$ cat config.mk
export PLATFORM = sky130hd
export DESIGN_NAME = mcpu_ram_arbiter
export DESIGN_NICKNAME = d
export VERILOG_FILES = /design/src/rtl/mcpu_ram_arbiter.sv
export SDC_FILE = /design/constraint.sdc
export NUM_CORES = 1
export LEC_CHECK = 0
export CORE_MARGIN = 5
export CORE_UTILIZATION = 41
export DETAILED_ROUTE_END_ITERATION = 16
export PLACE_DENSITY = 0.9
export SLEW_MARGIN = 10
export SYNTH_ARGS = -nofsm -noshare
export SYNTH_HDL_FRONTEND = slang
export SYNTH_SLANG_ARGS = --single-unit
export TNS_END_PERCENT = 10
$ cat constraint.sdc
create_clock -name clk -period 1.75 [get_ports clk]
set_input_delay 0.175 -clock clk [delete_from_list [all_inputs] [get_ports clk]]
set_output_delay 0.175 -clock clk [all_outputs]
set_load 0.02 [all_outputs]
$ cat src/rtl/mcpu_ram_arbiter.sv
// Two-port round-robin arbiter and 3-cycle sequencer in front of the
// single-port MCPU RAM. The fetch port is read-only and the data port is
// read/write. Every output is a register, so there is no input-to-output
// combinational path.
module mcpu_ram_arbiter #(
  parameter int WORD_SIZE  = 8,
  parameter int ADDR_WIDTH = 8,
  parameter int RAM_SIZE   = 1 << ADDR_WIDTH
) (
  input  logic                  clk,
  input  logic                  rst_n,
  input  logic                  if_req,
  input  logic [ADDR_WIDTH-1:0] if_addr,
  output logic                  if_ack,
  output logic [WORD_SIZE-1:0]  if_rdata,
  input  logic                  d_req,
  input  logic                  d_we,
  input  logic [ADDR_WIDTH-1:0] d_addr,
  input  logic [WORD_SIZE-1:0]  d_wdata,
  output logic                  d_ack,
  output logic [WORD_SIZE-1:0]  d_rdata,
  output logic                  ram_we,
  output logic                  ram_re,
  output logic [ADDR_WIDTH-1:0] ram_addr,
  output logic [WORD_SIZE-1:0]  ram_wdata,
  input  logic [WORD_SIZE-1:0]  ram_rdata,
  output logic                  busy
);

  typedef enum logic [1:0] {IDLE, ACCESS, RESP} state_t;

  // RAM_SIZE is informational: depth beyond the address space is unreachable
  // and there is no range checking, so it generates no logic.
  if (RAM_SIZE > (1 << ADDR_WIDTH)) begin : g_depth_beyond_addr
  end

  state_t                state_q;
  logic                  gnt_data_q;   // 1 = current access belongs to data port
  logic                  last_data_q;  // 1 = most recent grant went to data port
  logic                  wr_q;         // current access is a write
  logic                  ram_we_q;
  logic                  ram_re_q;
  logic [ADDR_WIDTH-1:0] ram_addr_q;
  logic [WORD_SIZE-1:0]  ram_wdata_q;
  logic                  if_ack_q;
  logic                  d_ack_q;
  logic [WORD_SIZE-1:0]  if_rdata_q;
  logic [WORD_SIZE-1:0]  d_rdata_q;
  logic                  busy_q;

  logic                  if_req_m;
  logic                  d_req_m;
  logic                  grant_d;
  logic                  gnt_data_d;

  // Arbitration: ignore the port being acked this cycle, break ties away from last grant.
  always_comb begin
    if_req_m   = if_req & ~if_ack_q;
    d_req_m    = d_req & ~d_ack_q;
    grant_d    = if_req_m | d_req_m;
    gnt_data_d = d_req_m & (~if_req_m | ~last_data_q);
  end

  // Access sequencer IDLE -> ACCESS -> RESP with registered strobes, data and acks.
  always_ff @(posedge clk or negedge rst_n) begin
    if (!rst_n) begin
      state_q     <= IDLE;
      gnt_data_q  <= 1'b0;
      last_data_q <= 1'b1;
      wr_q        <= 1'b0;
      ram_we_q    <= 1'b0;
      ram_re_q    <= 1'b0;
      ram_addr_q  <= '0;
      ram_wdata_q <= '0;
      if_ack_q    <= 1'b0;
      d_ack_q     <= 1'b0;
      if_rdata_q  <= '0;
      d_rdata_q   <= '0;
      busy_q      <= 1'b0;
    end else begin
      if_ack_q <= 1'b0;
      d_ack_q  <= 1'b0;
      case (state_q)
        IDLE: begin
          if (grant_d) begin
            state_q     <= ACCESS;
            busy_q      <= 1'b1;
            gnt_data_q  <= gnt_data_d;
            last_data_q <= gnt_data_d;
            wr_q        <= gnt_data_d & d_we;
            ram_we_q    <= gnt_data_d & d_we;
            ram_re_q    <= ~(gnt_data_d & d_we);
            ram_addr_q  <= gnt_data_d ? d_addr : if_addr;
            if (gnt_data_d) begin
              ram_wdata_q <= d_wdata;
            end
          end
        end
        ACCESS: begin
          state_q  <= RESP;
          ram_we_q <= 1'b0;
          ram_re_q <= 1'b0;
        end
        RESP: begin
          state_q <= IDLE;
          busy_q  <= 1'b0;
          if (!gnt_data_q) begin
            if_rdata_q <= ram_rdata;
            if_ack_q   <= 1'b1;
          end else begin
            if (!wr_q) begin
              d_rdata_q <= ram_rdata;
            end
            d_ack_q <= 1'b1;
          end
        end
        default: begin
          state_q  <= IDLE;
          busy_q   <= 1'b0;
          ram_we_q <= 1'b0;
          ram_re_q <= 1'b0;
        end
      endcase
    end
  end

  assign if_ack    = if_ack_q;
  assign if_rdata  = if_rdata_q;
  assign d_ack     = d_ack_q;
  assign d_rdata   = d_rdata_q;
  assign ram_we    = ram_we_q;
  assign ram_re    = ram_re_q;
  assign ram_addr  = ram_addr_q;
  assign ram_wdata = ram_wdata_q;
  assign busy      = busy_q;

endmodule
==> results.cfg <==
[synthesis]
ys_top_cells_by_area = dfrtp_1, mux2_2, mux2i_1
seq_area_frac_synth_pct = 63.2
synth_most_common_cell = dfrtp_1
synth_edf_count = 0
syn_nets = 155
netlist_top_cells_count = dfrtp_1, mux2_2, nor2_1, a21oi_1, mux2i_1
synth_top_area_share_pct = 61.6
syn-cell-area_um2 = 1670
yosys_most_used_dff = dfrtp_1
yosys_warnings = 0
syn_inst = 118
syn_area_per_cell_um2 = 14.1
async_flop_share_pct = 100
synth.largest_area_cell = dfrtp_1
ys_types = 22
ys_ff_latch = 42

[final_layout]
synthToLayoutAreaGrowth_pct = 55.5
final_util_pct = 65.2
antenna_cells = 0
final_area_um2 = 2590
fill_cells = 325
layout-drive-gt1-share_pct = 22.8
nNetsFinal = 238

[global_routing]
grt-ovfl-total = 0
grt_max_degree = 23
grt_pass1_wl_mm = 6.40
antenna_found_initial = 0
grt_pass1_vias = 1331
grt_use_total_pct = 15.5

[floorplanning]
num_io_pins = 74
core_area_um2 = 3970
rows = 23
die_area_um2 = 5440
die_x_um = 73.7
dieHeight_um = 73.7
initial_core_util_pct = 41.9

[setup_path]
critical_path_class = register to register
critical_path.startpoint = state_q[0]
critical_path.endpoint = d_rdata[2]
crit_fanout = 8
r2r-start = state_q[0]
cp.arrival_ns = 1.67
endpoint_kind = register
crit_required_ns = 1.92
startpoint_type = register
timing.rr.end = d_rdata[2]
r2r_cells = 3
rrSetupSlack_ns = 0.25

[routing]
wl_per_cell_um = 14.8
met3_length_um = 262
postRouteAntennaNets = 0
routedLengthMet1_mm = 1.54
drc = 0
via_per_inst = 4.75
top_layer = met4
wl_met2_mm = 1.90
drt_iter0_drc = 97
num_vias = 1197
first_pass_iters = 4
drt-total-wl_mm = 3.73

[placed_design]
dp_hpwl_mm = 2.89
place.gp.congestion = 0.730
port_buffers = 73
placed_area_um2 = 2470

[sta]
finalSetupViolCount = 0
final.period_utilization_pct = 85.6
slew_viol_final = 0
rsz0062_at_grt = no
fmax_mhz = 668
relSlewSlack_pct = 76.4
hold_viol = 0
worstMarginPinSlew_ns = 0.355
finalClockSkew_ns = 0.00932
finalSetupTns_ns = 0
min_period_ns = 1.50

[clock_network]
clock_path_buffers = 2
worstSkewPairLatency_ns = 0.29
cts-root-buf = clkbuf_8
clock-sinks = 42
ctsResizeCount = 0
tritoncts = yes
cts_buffers = 5
cts.reportedPaths.clkPinSlew_ns = 0.08
cts-htree-levels = 2

[pwr]
p_leak_nw = 1.09
fin_total_pwr_mw = 4.96
ir_drop_mv = 1.07
p_per_area_nw_per_um2 = 1920

[status]
status = finished clean

[job]
drv_cap = 0

[hold_path]
hp-class = input port to async pin
## repair_timing
| action | 4_1_cts | 5_1_grt |
|---|---|---|
| endpoints found under the hold margin | 16 | 0 |
| buffers inserted | 0 | 0 |
| hold buffers | 1 | 0 |
## stage by stage
stage          instances  worst slack, ns  hold WS, ns
2_1_floorplan        118            0.290       -0.121
3_3_place_gp         243            0.110       0.0265
3_5_place_dp         243           0.0838       0.0275
4_1_cts              252            0.231        0.244
5_1_grt              252            0.148        0.252
6_report             252            0.252        0.243
## worst max-delay path, stage by stage, from the launching register on
cell	delay [ns]
dfrtp_1	0.51
nor4_4	0.32
buf_4	0.21
mux2_2	0.34
## layer usage
metal	global-route usage (%)	up-vias
li1	-	576
met1	19.5	577
met2	24.9	42
met3	5.47	2
met4	4.83	0
met5	0	-
## state kept, by name (all words and copies together), names as in the netlist
register / cells
gnt_data_q: 1
state_q: 2
wr_q: 1
ram_we: 1
d_ack: 1
d_rdata: 8
ram_wdata: 8
if_rdata: 8
if_ack: 1
ram_addr: 8
ram_re: 1
last_data_q: 1
busy: 1
## cell type report
type,instances,area (um2),area share (%)
tap,50,62.6,2.42
clock buffer,7,76.3,2.95
multi-input combinational,68,573,22.1
timing repair buffer,80,781,30.1
clock inverter,1,30.0,1.16
inverter,4,15.0,0.580
sequential,42,1050,40.6
## how the worst min path moves through the flow
stage                     start  slack, ns  depth (start not counted)     endpoint
after floorplan           rst_n      -0.12                          0         busy
after global placement    rst_n       0.03                          1  ram_addr[2]
after detailed placement  rst_n       0.03                          1  ram_addr[2]
after CTS                 rst_n       0.24                          2  ram_addr[6]
after global routing      rst_n       0.25                          2  ram_addr[6]
final                     rst_n       0.24                          2  ram_addr[6]
## power breakdown
group / switching, mW / internal [mW] / leakage (nW)
Sequential: 0.286 / 1.46 / 0.498
Clock: 0.310 / 0.427 / 0.0524
Combinational: 1.18 / 1.29 / 0.537
## placed cells by master, fill, tap and decap left out, drive strengths merged
cell / synthesis / routed
clkdlybuf4s50: 0 / 72
dfrtp: 41 / 41
mux2: 24 / 24
nor2: 10 / 10
a21oi: 9 / 9
mux2i: 8 / 8
buf: 4 / 7
clkbuf: 0 / 7
o21ai: 4 / 4
inv: 4 / 4
nand2b: 3 / 3
nor3: 2 / 2
a21boi: 1 / 1
o21ba: 1 / 1
and2b: 1 / 1
nand2: 1 / 1
nand3: 1 / 1
a311oi: 1 / 1
nor4: 1 / 1
a21o: 1 / 1
bufinv: 0 / 1
dlygate4sd3: 0 / 1
dfstp: 1 / 1
## kinds of logic after synthesis
kind of cell / synth area share (%)
AOI/OAI and AO/OA: 6.24
buffers and inverters: 2.40
DFF: 63.2
muxes: 21.0
and+or+nand+nor: 7.14
Power figures use the tool's default switching activity.
